**src/rtl/biu_prefetch_queue_pkg.sv**
```systemverilog
// Shared BIU address types and the segment:offset physical address helper.
package biu_prefetch_queue_pkg;

  localparam int PHYS_AW = 20;
  localparam int SEG_W   = 16;
  localparam int BYTE_W  = 8;
  localparam int CNT_W   = 4;

  typedef logic [PHYS_AW-1:0] phys_addr_t;
  typedef logic [SEG_W-1:0]   seg_t;

  // seg*16 + off, truncated to 20 bits (FFFF:0010 wraps to 00000).
  function automatic phys_addr_t phys_addr(input seg_t seg, input seg_t off);
    phys_addr_t s;
    phys_addr_t o;
    s = {seg, 4'h0};
    o = {4'h0, off};
    return s + o;
  endfunction

endpackage

```
**src/rtl/biu_prefetch_queue_if.sv**
```systemverilog
// Memory read port and decoder-side queue port of the prefetch queue.
interface biu_prefetch_queue_if;
  import biu_prefetch_queue_pkg::*;

  logic              mem_req;
  phys_addr_t        mem_addr;
  logic              mem_ack;
  logic [BYTE_W-1:0] mem_data;
  logic              q_valid;
  logic [BYTE_W-1:0] q_byte;
  logic              q_pop;
  logic [CNT_W-1:0]  q_count;

  modport master (
    output mem_req, mem_addr, q_valid, q_byte, q_count,
    input  mem_ack, mem_data, q_pop
  );

  modport slave (
    input  mem_req, mem_addr, q_valid, q_byte, q_count,
    output mem_ack, mem_data, q_pop
  );

endinterface

```
**src/rtl/biu_prefetch_queue_fifo.sv**
```systemverilog
// DEPTH x 8 first-word-fall-through byte FIFO with occupancy count and sync clear.
module biu_prefetch_queue_fifo
  import biu_prefetch_queue_pkg::*;
#(
  parameter int DEPTH = 6
) (
  input  logic              clk_i,
  input  logic              rst_i,
  input  logic              clr_i,
  input  logic              push_i,
  input  logic [BYTE_W-1:0] din_i,
  input  logic              pop_i,
  output logic              valid_o,
  output logic [BYTE_W-1:0] dout_o,
  output logic [CNT_W-1:0]  count_o,
  output logic              full_o
);

  localparam int PW = (DEPTH > 1) ? $clog2(DEPTH) : 1;

  logic [PW-1:0]     rd_q, rd_d;
  logic [PW-1:0]     wr_q, wr_d;
  logic [CNT_W-1:0]  cnt_q, cnt_d;
  logic [BYTE_W-1:0] mem_q [DEPTH];
  logic              pop_ok;
  logic              push_ok;

  function automatic logic [PW-1:0] bump(input logic [PW-1:0] p);
    return (p == PW'(DEPTH - 1)) ? '0 : p + PW'(1);
  endfunction

  assign full_o  = (cnt_q == CNT_W'(DEPTH));
  assign valid_o = (cnt_q != '0);
  assign count_o = cnt_q;
  assign dout_o  = mem_q[rd_q];

  // A pop in the same cycle frees the slot, so a push into a full queue still lands.
  assign pop_ok  = pop_i && valid_o;
  assign push_ok = push_i && (!full_o || pop_ok);

  always_comb begin
    rd_d  = rd_q;
    wr_d  = wr_q;
    cnt_d = cnt_q;
    if (clr_i) begin
      rd_d  = '0;
      wr_d  = '0;
      cnt_d = '0;
    end else begin
      if (pop_ok)  rd_d = bump(rd_q);
      if (push_ok) wr_d = bump(wr_q);
      case ({push_ok, pop_ok})
        2'b10:   cnt_d = cnt_q + CNT_W'(1);
        2'b01:   cnt_d = cnt_q - CNT_W'(1);
        default: cnt_d = cnt_q;
      endcase
    end
  end

  always_ff @(posedge clk_i) begin
    if (rst_i) begin
      rd_q  <= '0;
      wr_q  <= '0;
      cnt_q <= '0;
    end else begin
      rd_q  <= rd_d;
      wr_q  <= wr_d;
      cnt_q <= cnt_d;
    end
  end

  always_ff @(posedge clk_i) begin
    if (push_ok && !clr_i) mem_q[wr_q] <= din_i;
  end

endmodule

```
**src/rtl/biu_prefetch_queue.sv**
```systemverilog
// Instruction prefetch queue: forms CS:IP byte addresses, fetches one byte at a time, buffers for decode.
// Optional feature macro PFQ_FETCH_CNT_EN adds fetch_cnt_o, a count of accepted fetch bytes.
module biu_prefetch_queue
  import biu_prefetch_queue_pkg::*;
#(
  parameter int         DEPTH    = 6,
  parameter logic [15:0] RESET_IP = 16'hFFF0
) (
  input  logic        clk_i,
  input  logic        rst_i,
  input  seg_t        cs_i,
  input  logic        flush_i,
  input  seg_t        ip_i,
  output seg_t        fetch_ip_o,
`ifdef PFQ_FETCH_CNT_EN
  output logic [15:0] fetch_cnt_o,
`endif
  biu_prefetch_queue_if.master bus
);

  // state | meaning
  // IDLE  | no request; issue one next cycle if queue has room and no flush
  // REQ   | mem_req high, mem_addr held until mem_ack
  localparam logic [0:0] IDLE = 1'b0;
  localparam logic [0:0] REQ  = 1'b1;

  logic [0:0] state_q, state_d;
  phys_addr_t addr_q, addr_d;
  seg_t       ip_q, ip_d;
  logic       push;
  logic       full;

  always_comb begin
    state_d = state_q;
    addr_d  = addr_q;
    ip_d    = ip_q;
    push    = 1'b0;
    if (flush_i) begin
      state_d = IDLE;
      ip_d    = ip_i;
    end else begin
      case (state_q)
        IDLE: begin
          if (!full) begin
            addr_d  = phys_addr(cs_i, ip_q);
            state_d = REQ;
          end
        end
        REQ: begin
          if (bus.mem_ack) begin
            push    = 1'b1;
            ip_d    = ip_q + 16'd1;
            state_d = IDLE;
          end
        end
        default: state_d = IDLE;
      endcase
    end
  end

  always_ff @(posedge clk_i) begin
    if (rst_i) begin
      state_q <= IDLE;
      addr_q  <= '0;
      ip_q    <= RESET_IP;
    end else begin
      state_q <= state_d;
      addr_q  <= addr_d;
      ip_q    <= ip_d;
    end
  end

  assign bus.mem_req  = (state_q == REQ);
  assign bus.mem_addr = addr_q;
  assign fetch_ip_o   = ip_q;

  biu_prefetch_queue_fifo #(.DEPTH(DEPTH)) u_fifo (
    .clk_i   (clk_i),
    .rst_i   (rst_i),
    .clr_i   (flush_i),
    .push_i  (push),
    .din_i   (bus.mem_data),
    .pop_i   (bus.q_pop & ~flush_i),
    .valid_o (bus.q_valid),
    .dout_o  (bus.q_byte),
    .count_o (bus.q_count),
    .full_o  (full)
  );

`ifdef PFQ_FETCH_CNT_EN
  logic [15:0] fcnt_q, fcnt_d;

  // Survives flush; only reset clears it.
  assign fcnt_d = push ? fcnt_q + 16'd1 : fcnt_q;

  always_ff @(posedge clk_i) begin
    if (rst_i) fcnt_q <= '0;
    else       fcnt_q <= fcnt_d;
  end

  assign fetch_cnt_o = fcnt_q;
`endif

endmodule
```
**src/flat_wrapper.sv**
```systemverilog
// flat-port wrapper written by rule: the top's interface ports become plain ports
module biu_prefetch_queue_flat import biu_prefetch_queue_pkg::*;
#(
  parameter int         DEPTH    = 6,
  parameter logic [15:0] RESET_IP = 16'hFFF0
)
  (clk_i, rst_i, cs_i, flush_i, ip_i, fetch_ip_o, bus_mem_req, bus_mem_addr, bus_q_valid, bus_q_byte, bus_q_count, bus_mem_ack, bus_mem_data, bus_q_pop);
  biu_prefetch_queue_if bus_i ();
  input  logic clk_i;
  input  logic rst_i;
  input  seg_t cs_i;
  input  logic flush_i;
  input  seg_t ip_i;
  output seg_t fetch_ip_o;
  output wire logic [$bits(bus_i.mem_req)-1:0] bus_mem_req;
  output wire logic [$bits(bus_i.mem_addr)-1:0] bus_mem_addr;
  output wire logic [$bits(bus_i.q_valid)-1:0] bus_q_valid;
  output wire logic [$bits(bus_i.q_byte)-1:0] bus_q_byte;
  output wire logic [$bits(bus_i.q_count)-1:0] bus_q_count;
  input wire logic [$bits(bus_i.mem_ack)-1:0] bus_mem_ack;
  input wire logic [$bits(bus_i.mem_data)-1:0] bus_mem_data;
  input wire logic [$bits(bus_i.q_pop)-1:0] bus_q_pop;
  assign bus_mem_req = bus_i.mem_req;
  assign bus_mem_addr = bus_i.mem_addr;
  assign bus_q_valid = bus_i.q_valid;
  assign bus_q_byte = bus_i.q_byte;
  assign bus_q_count = bus_i.q_count;
  assign bus_i.mem_ack = bus_mem_ack;
  assign bus_i.mem_data = bus_mem_data;
  assign bus_i.q_pop = bus_q_pop;
  biu_prefetch_queue #(.DEPTH(DEPTH), .RESET_IP(RESET_IP)) u_core (.clk_i(clk_i), .rst_i(rst_i), .cs_i(cs_i), .flush_i(flush_i), .ip_i(ip_i), .fetch_ip_o(fetch_ip_o), .bus(bus_i));
endmodule
```
**config.mk**
```make
export PLATFORM = sky130hd
export DESIGN_NAME = biu_prefetch_queue_flat
export DESIGN_NICKNAME = d
export VERILOG_FILES = /design/src/rtl/biu_prefetch_queue_pkg.sv /design/src/rtl/biu_prefetch_queue_if.sv /design/src/rtl/biu_prefetch_queue_fifo.sv /design/src/rtl/biu_prefetch_queue.sv /design/src/flat_wrapper.sv
export SDC_FILE = /design/constraint.sdc
export NUM_CORES = 1
export LEC_CHECK = 0
export ABC_AREA = 1
export ABC_CLOCK_PERIOD_IN_PS = 2700
export CAP_MARGIN = 5
export CORE_UTILIZATION = 40
export DETAILED_ROUTE_END_ITERATION = 10
export GPL_TIMING_DRIVEN = 1
export SLEW_MARGIN = 20
export SYNTH_ARGS = -nofsm -noshare
export SYNTH_HDL_FRONTEND = slang
export SYNTH_SLANG_ARGS = --single-unit
```
**constraint.sdc**
```tcl
create_clock -name clk_i -period 2.7 [get_ports clk_i]
set_clock_uncertainty 0.15 [all_clocks]
set_input_delay 0.27 -clock clk_i [delete_from_list [all_inputs] [get_ports clk_i]]
set_output_delay 0.27 -clock clk_i [all_outputs]
set_load 0.02 [all_outputs]
```
# Word-level counts from Yosys, hierarchy flattened
# Memory sizes are Yosys's and may differ from the RTL's. A register that Yosys moved wholly into a read port is not among the register bits.
# Cells that the tools add are included.
# word_totals
regBits	47
mem_bits_rw	48
inputBits	45
memories	1
# mem_list
name	depth	word_bits	rd	rd_clocked_by_memory_dff	wr	line_no	text
u_core.u_fifo.mem_q	6	8	1	1	1	biu_prefetch_queue_fifo.sv:24	logic [BYTE_W-1:0] mem_q [DEPTH];
# op_classes
reduce_logical	13
addsub	6
eq_ne	5
n_mux	16
bitwise_logic	4
# op_table
operator	n
$mux 16	3
$add 20x16->20	1
$add 16x1->16 const B	1
$mux 3	4
$pmux 4 s2	1
$mux 1	7
$add 3x1->3 const B	2
$eq 3x3->1 const B	2
$reduce_bool 2->1	3
$add 4x1->4 const B	1
$eq 4x3->1 const B	1
$reduce_bool 4->1	1
$sub 4x1->4 const B	1
$logic_and 1x1->1	3
$not 1->1	3
$reduce_and 3->1	1
$eq 2x1->1 const B	1
$eq 2x2->1 const B	1
$logic_not 1->1	2
$pmux 1 s2	1
$reduce_and 2->1	1
$reduce_or 2->1	1
$and 1x1->1	1
$logic_or 1x1->1	1

# Longest topological paths before layout
# depth
word_depth	8
mapped_depth	15
depth_no_buf	15

# Hierarchy
# From an unflattened synthesis, not the netlist that was laid out.
# unflattened
cells_unflattened	636
hier_area_um2	5094.9
# by_module_without_submodules
module	area_each_um2	n_inst	cells_per_inst	seq_area_each_um2
biu_prefetch_queue	2572.5	1	409	740.7
biu_prefetch_queue_fifo	2522.4	1	227	1701.6

# Worst setup path before layout
# Ideal clock, no wire load.
# synth_timing
kind	flip-flop to flip-flop
startpoint	register u_core.state_q, in the netlist u_core.bus.mem_req
endpoint	memory u_core.u_fifo.mem_q[0][0], enable pin
stages_incl_launch_ff	5
path_buffers	0
path_slack_ns	0.415
arrival_time_ns	1.740
required_ns	2.155
path_cell_list	dfxtp_1 > nand2_1 > nor2_4 > o21ai_2 > nor4_1
# synth_between
elab_chain_len	6
# synth_lines
item	line_no	text
start, declared	biu_prefetch_queue.sv:27	logic [0:0] state_q, state_d;
start signal, assigned	biu_prefetch_queue.sv:67	state_q <= state_d;
$mux 1	biu_prefetch_queue.sv:42	case (state_q)
$mux 1	biu_prefetch_queue.sv:38	if (flush_i) begin
$logic_and 1x1->1	biu_prefetch_queue_fifo.sv:39	assign push_ok = push_i && (!full_o || pop_ok);
$logic_and 1x1->1	biu_prefetch_queue_fifo.sv:73	if (push_ok && !clr_i) mem_q[wr_q] <= din_i;
$mux 1	biu_prefetch_queue_fifo.sv:73	
$mux 1 (not written as such)	biu_prefetch_queue_fifo.sv:73	
end, declared	biu_prefetch_queue_fifo.sv:24	
# Every way passes these cells.

==> impl_metrics.py <==
metrics = {
    "clock_tree": {
        "cts_setup_buffers": 0,
        "numCtsBuffers": 9,
        "cts_tree": "built",
        "root_buffer": "clkbuf_16",
        "holdBufCountCts": 0,
        "worstSkewPairLatency_ps": 340,
        "clk_pin_slew_ps": 70,
        "cts.sinks": 98,
        "htree_levels": 3,
        "clock_path_buffers": 2,
    },
    "timing": {
        "relSlewSlack_pct": 60.4,
        "fmax_mhz": 393,
        "slew_viol_final": 0,
        "worstMarginPinSlew_ps": 594,
        "final-setup-viol-count": 0,
        "finalCritPeriodShare_pct": 94.3,
        "finalHoldViolations": 0,
        "fin_tns_setup_ps": 0,
        "rsz0062_at_grt": "no",
        "period_minus_slack_ps": 2550,
    },
    "final_layout": {
        "finalInstanceArea_mm2": 0.00652,
        "drive_gt1_share_pct": 6.34,
        "nets": 782,
        "syn2layout_area_growth_pct": 28.9,
        "nFillCells": 1168,
        "diodes": 0,
    },
    "synthesis": {
        "synth.largest_area_cell": "edfxtp_1",
        "synth_top_area_share_pct": 28.5,
        "ys_seq_area_share_pct": 48.3,
        "synth-edff-count": 48,
        "yosys-top-cells-count": "nand2_1, inv_1, nor2_1",
        "ys_warn_count": 0,
        "syn_area_per_cell_um2": 8.14,
        "synth_flop_cell": "dfxtp_1",
        "yosys-top-cells-area": "edfxtp_1, dfxtp_1, nand2_1",
        "synthCells": 621,
        "async_flop_share_pct": 0,
        "synth_nets": 683,
        "synth_area_mm2": 0.00505,
        "yosys.cell_count.top_type": "nand2_1",
        "synth_cell_types": 39,
        "synth-seq-cells": 98,
    },
    "detailed_routing": {
        "vias_per_cell": 4.83,
        "routed_wl_um": 12300,
        "wl_per_cell_um": 13.8,
        "antenna_left": 0,
        "first_pass_iters": 5,
        "drc": 0,
        "vias": 4315,
        "drtIter0Drc": 181,
    },
    "critical_path": {
        "max_stage_delay_ps": 700,
        "cp-start-kind": "flop",
        "cp_slowest_cell": "dfxtp_1",
        "worst-setup-path-type": "flop to primary output",
        "required_ps": 2280,
        "cp.arrival_ps": 2130,
        "critPathBufInv": 1,
        "crit_chain": "a21oi_1, a32o_1, o22ai_1, clkdlybuf4s50_1",
        "end_kind": "primary output",
        "crit_family": "flip-flops",
        "cp_max_fo": 16,
    },
    "floorplanning": {
        "core_mm2": 0.0122,
        "die_h_um": 114,
        "start_util_pct": 41.5,
        "dieArea_mm2": 0.0131,
        "die_width_um": 114,
        "row_count": 40,
        "ios": 95,
    },
    "place": {
        "io_buffers": 94,
        "dpl-instance-area_mm2": 0.00620,
        "dp_hpwl_um": 9150,
        "place_congestion": 0.839,
    },
    "global_route": {
        "antenna_found_initial": 0,
        "grt_overflow": 0,
        "grt_pass1_wl_um": 20800,
        "grt_max_degree": 23,
        "grt_pass1_vias": 4270,
        "track_usage_pct": 20.6,
    },
    "run": {
        "max-cap-violations": 0,
    },
    "power": {
        "peakVddDrop_uv": 308,
        "powerDensity_mw_per_mm2": 553,
        "power.leakage_nw": 2.83,
        "power_switching_mw": 0.984,
        "intPower_mw": 2.62,
        "sw_frac_of_total_pct": 27.3,
        "power_frac_comb_pct": 17.7,
        "clkPwrFrac_pct": 36.3,
        "seq_power_share_pct": 46.0,
    },
    "status": {
        "outcome": "completed",
    },
    "min_path": {
        "hold_class": "flop to flop",
    },
}
## layout by cell type (no fill, tap or decap), drive strengths merged, types with 10 or more instances in the layout
| master | instances |
|---|---|
| nand2 | 165 |
| clkdlybuf4s50 | 93 |
| clkbuf | 10 |
| inv | 90 |
| a21oi | 40 |
| ha | 15 |
| nor2 | 65 |
| buf | 12 |
| nand3 | 35 |
| edfxtp | 48 |
| o21ai | 28 |
| dfxtp | 50 |
## power groups by stage
stage	Clock, mW	Combinational [mW]	Sequential (mW)
after floorplan	0	0.327	1.74
after global placement	0	0.632	1.69
after detailed placement	0	0.639	1.69
after CTS	1.33	0.642	1.66
after global routing	1.39	0.720	1.67
final	1.31	0.638	1.66
## registers in the layout (all words and copies together), names as in the netlist, named ones only
signal,count
u_core.bus.mem_addr,20
u_core.bus.mem_req,1
u_core.fetch_ip_o,16
u_core.u_fifo.count_o,4
u_core.u_fifo.mem_q,48
u_core.u_fifo.rd_q,3
u_core.u_fifo.wr_q,3
## tightest hold or removal path, cell delays in order, from the launching register on
cell     delay [ps]
dfxtp_1         330
nor2_1           50
nor2_1           80
## stage by stage
step | cells | worst slack, ps | hold WS [ps] | total power, mW | util [%]
final | 893 | 154 | 341 | 3.61 | 53.6
after floorplan | 621 | 415 | 219 | 2.06 | -
after global routing | 893 | 19.6 | 387 | 3.78 | 53.6
after detailed placement | 877 | 124 | 326 | 2.33 | 51.0
after global placement | 877 | 267 | 319 | 2.32 | 51.0
after CTS | 893 | 65.9 | 344 | 3.63 | 53.5
## final timing paths
kind / start / to / slack (ps) / cells past startpoint
max: flop / bus_q_byte[2] / 150 / 4
min: u_core.bus.mem_addr[5] / u_core.bus.mem_addr[5] / 340 / 2
max reg2reg: u_core.u_fifo.count_o[1] / u_core.u_fifo.count_o[3] / 470 / 15
min reg2reg: u_core.bus.mem_addr[5] / u_core.bus.mem_addr[5] / 340 / 2
## cell families (layout without fill, tap and decap cells)
family | after synthesis | in the layout | share of synthesized area [%]
AOI/OAI and AO/OA | 101 | 101 | 11.8
xor gates and xnor gates | 15 | 15 | 2.60
adders and majority gates | 17 | 17 | 4.51
buffers and inverters | 107 | 211 | 8.92
DFF | 98 | 98 | 48.3
and+or+nand+nor | 283 | 283 | 23.8
## what timing repair did
action,CTS,global route
pin swaps,0,0
setup endpoints to repair,6,6
resized for setup,1,3
## final cells by class
type                            instances  area [um2]  area share [%]
Inverter                               89         338            5.19
Tap cell                              168         210            3.23
Clock buffer                           10         229            3.51
Timing Repair Buffer                  106        1060            16.2
Sequential cell                        98        2450            37.5
Multi-Input combinational cell        416        2160            33.1
Clock inverter                          6        73.8            1.13
## metal layers
metal  part of all wire, %  GRT usage [%]
met5                     0              0
met3                   5.0           4.50
met2                    46           33.3
met1                    48           27.7
met4                  0.64           6.58
(Power assumes the default switching activity.)
